==> src/rtl/encoder_sched.sv <==
// ---------------------------------------------------------------------------
// encoder_sched
//
// Round/stage scheduler for a five-stage permutation encoder. Each encode
// runs NROUNDS rounds. Every round issues the stages in a fixed order:
// colparity, rotate, permute, revaluate, addrc. Each stage uses a
// start/ready handshake. The state memory is ping-ponged once per completed
// stage.
//
// Optional feature: define ENC_TIMEOUT_EN to add a per-stage watchdog
// (parameter TO_CYCLES) that drives the sticky err flag. When the macro is
// not defined, there is no watchdog and err is tied low.
//
// Parameters
//   NROUNDS    rounds per encode, 1..31
//   TO_CYCLES  watchdog limit per stage (only with ENC_TIMEOUT_EN)
//
// Ports
//   clk        rising-edge clock
//   rst_n      asynchronous active-low reset
//   start      encode request; acted on only in IDLE/ARM
//   abort      synchronous cancel of a running encode
//   stg_ready  per-stage ready, bit 0 colparity .. bit 4 addrc
//   stg_start  one-hot stage start, same bit order
//   round      current round index (addrc constant select)
//   stage      index of the active stage, 0..4
//   mem_sel    stage reads bank mem_sel and writes bank ~mem_sel
//   ready      high only while idle
//   done       one-cycle pulse after the last stage of the last round
//   err        sticky watchdog flag
// ---------------------------------------------------------------------------
module encoder_sched #(
  parameter int unsigned NROUNDS = 24
`ifdef ENC_TIMEOUT_EN
  , parameter int unsigned TO_CYCLES = 4095
`endif
) (
  input  logic       clk,
  input  logic       rst_n,
  input  logic       start,
  input  logic       abort,
  input  logic [4:0] stg_ready,
  output logic [4:0] stg_start,
  output logic [4:0] round,
  output logic [2:0] stage,
  output logic       mem_sel,
  output logic       ready,
  output logic       done,
  output logic       err
);

  typedef enum logic [2:0] {
    IDLE,
    ARM,
    ISSUE,
    WAIT,
    NEXT,
    FIN
  } state_t;

  localparam logic [4:0] LAST_ROUND = 5'(NROUNDS - 1);
  localparam logic [2:0] LAST_STAGE = 3'd4;

  state_t     state;
  logic [4:0] stage_mask;
  logic       cur_ready;
  logic       wdog_hit;

  // Only the ready bit of the active stage is looked at.
  always_comb begin
    stage_mask = 5'b00001 << stage;
    cur_ready  = |(stg_ready & stage_mask);
  end

`ifdef ENC_TIMEOUT_EN
  localparam logic [11:0] TO_LIM = 12'(TO_CYCLES);

  logic [11:0] wdog;
  logic        err_q;

  // The count is held at zero outside ISSUE/WAIT, so it is already clear on
  // every entry to ISSUE. It saturates at the limit. err is raised when the
  // count reaches the limit; the FSM falls back to IDLE on the cycle after.
  always_ff @(posedge clk or negedge rst_n) begin
    if (!rst_n) begin
      wdog  <= '0;
      err_q <= 1'b0;
    end else if (state == ISSUE || state == WAIT) begin
      if (wdog != TO_LIM) begin
        wdog <= wdog + 12'd1;
      end
      if ((wdog + 12'd1) == TO_LIM && !abort) begin
        err_q <= 1'b1;
      end
    end else begin
      wdog <= '0;
      if (state == IDLE && start) begin
        err_q <= 1'b0;
      end
    end
  end

  assign wdog_hit = (state == ISSUE || state == WAIT) && (wdog == TO_LIM);
  assign err      = err_q;
`else
  assign wdog_hit = 1'b0;
  assign err      = 1'b0;
`endif

  always_ff @(posedge clk or negedge rst_n) begin
    if (!rst_n) begin
      state     <= IDLE;
      stg_start <= '0;
      round     <= '0;
      stage     <= '0;
      mem_sel   <= 1'b0;
      ready     <= 1'b1;
      done      <= 1'b0;
    end else begin
      done <= 1'b0;
      // Abort and watchdog expiry take priority over any pending NEXT/FIN
      // work. round/stage/mem_sel are left as they are and are cleared by
      // the next start.
      if ((abort && state != IDLE) || wdog_hit) begin
        state     <= IDLE;
        stg_start <= '0;
        ready     <= 1'b1;
      end else begin
        case (state)
          IDLE: begin
            if (start) begin
              state   <= ARM;
              ready   <= 1'b0;
              round   <= '0;
              stage   <= '0;
              mem_sel <= 1'b0;
            end
          end
          ARM: begin
            if (!start) begin
              state     <= ISSUE;
              stg_start <= stage_mask;
            end
          end
          ISSUE: begin
            if (!cur_ready) begin
              state     <= WAIT;
              stg_start <= '0;
            end
          end
          WAIT: begin
            if (cur_ready) begin
              state <= NEXT;
            end
          end
          NEXT: begin
            mem_sel <= ~mem_sel;
            if (stage != LAST_STAGE) begin
              stage     <= stage + 3'd1;
              stg_start <= stage_mask << 1;
              state     <= ISSUE;
            end else if (round != LAST_ROUND) begin
              stage     <= '0;
              round     <= round + 5'd1;
              stg_start <= 5'b00001;
              state     <= ISSUE;
            end else begin
              state <= FIN;
              done  <= 1'b1;
            end
          end
          FIN: begin
            state <= IDLE;
            ready <= 1'b1;
          end
          default: begin
            state     <= IDLE;
            stg_start <= '0;
            ready     <= 1'b1;
          end
        endcase
      end
    end
  end

endmodule

==> config.mk <==
export PLATFORM = sky130hd
export DESIGN_NAME = encoder_sched
export DESIGN_NICKNAME = d
export VERILOG_FILES = /design/src/rtl/encoder_sched.sv
export SDC_FILE = /design/constraint.sdc
export NUM_CORES = 1
export LEC_CHECK = 0
export CORE_MARGIN = 2
export CORE_UTILIZATION = 55
export DETAILED_ROUTE_END_ITERATION = 12
export PLACE_DENSITY = 0.88
export SETUP_SLACK_MARGIN = 0.15
export SYNTH_ARGS = -nofsm -noshare
export SYNTH_HDL_FRONTEND = slang
export SYNTH_SLANG_ARGS = --single-unit
==> constraint.sdc <==
create_clock -name clk -period 3 [get_ports clk]
set_input_delay 0.3 -clock clk [delete_from_list [all_inputs] [get_ports clk]]
set_output_delay 0.3 -clock clk [all_outputs]
set_load 0.02 [all_outputs]
==> results by group <==
Yosys
  – Yosys reg bits: 19
  – Mux cell area share after synthesis: 5.408%
  – Post-synthesis async set-or-reset flop share: 100.0%
  – Post-synthesis adder-cell area fraction: 6.452%
  – Area contributors post-synth: dfrtp_1, ha_1, mux2i_1
  – Synth Flop Type: dfrtp_1
  – Largest family of logic cells by synthesized area: compound AO/OA/AOI/OAI gates
  – Syn_nets: 161
  – Post-synth EDFFs: 0
  – XOR/XNOR Fraction of Synth Area: 1.328%
  – Total number of yosys warnings: 0
  – Top cell type by total area after synthesis: dfrtp_1
  – Post-Syn Instances: 146
  – Sequential-to-total area share from yosys stat: 36.15%
  – Mean Syn Cell Area: 9.033 sq um
  – Yosys top cell area share: 34.16%
  – Unique masters post-synth: 51
  – Simple-Gate Fraction of Synth Area: 20.97%
  – Area fraction in compound gates after synthesis: 23.34%
  – Mapped cell area: 1319 sq um

STA
  – Final hold vios: 0
  – Crit path time final: 2249 ps
  – Clock skew: 1.157 ps
  – Slew of the pin with the lowest slew margin: 901.4 ps
  – Worst hold margin: 472.6 ps
  – Slew Limit Fails: 0
  – Upper clock frequency limit: 444.5 MHz
  – # setup viols final: 0
  – Worst relative slew slack: 39.72%
  – Tcrit/Tclk final: 74.98%
  – Setup TNS: 0 ps
  – Unrepaired setup endpoints after global routing: no

Floorplanning
  – # rows: 17
  – IO Count: 26
  – DIE AREA: 2805 sq um
  – Die width: 52.97 um
  – Initial cell density of the core: 59.05%
  – Die height: 52.97 um
  – Placeable Area: 2233 sq um

Power
  – Max VDD drop: 0.3517 mV
  – Cell Pwr Density: 566.2 nW/um^2
  – Leakage: 0.6562 nW
  – Total power: 895.5 uW

Setup path
  – Critical path type: reg2reg
  – Worst Path Max Fanout: 10
  – CP Data Arrival Time: 2480 ps
  – Req. time, crit path: 3230 ps
  – Kind of start point of the critical path: flop
  – Slowest CP cell: dfrtp_1
  – Crit-path cells: inv_1, ha_1, a21boi_0, o211ai_1, o211a_1, mux2i_1
  – CP Capture Type: flop
  – Max incr delay on CP: 460 ps

Place
  – Gpl congestion: 0.9539
  – DP Wirelength: 2387 um
  – Port Buffers: 24

Final layout
  – Final nets: 181
  – Layout cells sized above 1: 5.455%
  – Antenna cells: 0
  – Most used cells in the layout excluding fill and tap cells: clkdlybuf4s50_1, dfrtp_1, inv_1, nor2_1, a21oi_1
  – Commonest non-fill, non-tap cell in the layout: clkdlybuf4s50_1
  – Final Util: 70.81%
  – Area Overhead vs Synth: 19.92%

Clock tree
  – Num CTS Buffers: 3
  – Clock sink total: 19
  – Post_cts resized: 0
  – Clock Pin Slew Worst Setup and Hold Paths: 120 ps
  – CTS root buffer: clkbuf_4
  – Worst skew pair latency: 300 ps
  – CTS Buffer Depth: 2
  – Setup Buffers After CTS: 0
  – H-tree Lvls: 1
  – CTS tree: done
  – Hold_buf cts: 0

Global route
  – Initial antenna violation count: 0
  – Total grt overflow: 0
  – First-pass GRT wire length: 5264 um
  – Tot GR Track Use: 25.81%
  – Largest net degree at the start of global routing: 20
  – Number of global-route vias before repair: 1190

Hold path
  – Worst hold path class: reg2reg

Route
  – Pre-antenna DRT Iters: 5
  – DRT Wirelength: 3220 um
  – Drt via density: 6.373
  – Wire per inst: 16.68 um
  – Final ANT Viol Nets: 0
  – DRC: 0
  – Vias: 1230
  – Drt first-iter violations: 47

Status
  – Outcome: complete, no violations

Flow run
  – Max cap viols: 0
==> per-stage QoR <==
stage               cell area (sq um)  setup WS, ps  std cells
floorplan                        1319          1005        146
global placement                 1555          1034        189
detailed placement               1555         849.4        189
CTS                              1582         848.8        193
global route                     1582         673.2        193
finish                           1582         750.5        193
==> cell type report <==
type,count,area [sq um]
timing repair buffer,25,247.7
fill,178,651.9
tap,28,35.03
multi-input combinational,108,762.0
inverter,9,33.78
sequential,19,476.7
clock buffer,4,26.28
==> worst max-delay path, delay by kind of cell (launching register included) <==
kind,cells,cell delay (ps)
mux,1,240
flops,1,460
fa+ha+maj,1,420
compound gates,3,920
buf+inv,1,120
==> worst paths after layout <==
kind / start / endpoint / slack, ps / cells past startpoint
worst max-delay path: stage[0] / stg_start[4] / 750 / 6
worst max register to register: stage[0] / stg_start[4] / 750 / 6
max in group asynchronous: rst_n / done / 1960 / 1
min in group asynchronous: rst_n / round[2] / 490 / 1
worst min register to register: ready / ready / 470 / 2
worst min-delay path: ready / ready / 470 / 2
==> cell usage after synthesis (all sizes together), types with 2 or more instances <==
| library cell | count |
|---|---|
| o31a | 2 |
| mux2i | 6 |
| nand2b | 4 |
| a32o | 2 |
| clkbuf | 4 |
| dfrtp | 18 |
| a22oi | 2 |
| or4 | 2 |
| nand4 | 3 |
| nor4 | 2 |
| buf | 6 |
| o211ai | 2 |
| nor2b | 5 |
| nand2 | 7 |
| nand3 | 6 |
| a22o | 3 |
| ha | 6 |
| inv | 9 |
| o21ai | 7 |
| and3 | 2 |
| nor2 | 9 |
| a21oi | 9 |
| a31oi | 2 |
| a2bb2oi | 2 |
| o22ai | 2 |
| o31ai | 3 |
| nand3b | 2 |
==> kinds of logic (layout without fill, tap and decap cells) <==
family          count (synthesis)  in the layout
simple gates                   49             49
xor+xnor                        2              2
flops                          19             19
fa+ha+maj                       7              7
mux                             7              7
other cells                     1              1
buf+inv                        19             38
compound gates                 42             42
==> registers in the layout, summed over array words and instances (netlist names) <==
register   count
done           1
mem_sel        1
ready          1
round          5
stage          3
state          3
stg_start      5
==> where the power goes <==
part | total (mW) | switching [mW] | internal (mW)
clock network | 0.138 | 0.0864 | 0.0518
logic | 0.403 | 0.224 | 0.179
registers | 0.354 | 0.0593 | 0.295
total | 0.896 | 0.369 | 0.526
==> metal layers <==
layer  share of wire (%)  wire length (um)  track usage, %  up-vias
li1                    -                 -               -      573
met1                  41              1332           33.21      567
met2                  48              1546           41.67       75
met3                 7.4               238           3.672       15
met4                 3.2               103           13.68        0
met5                   0                 0               0        -
Note: power is estimated with default switching activity, not from simulation.
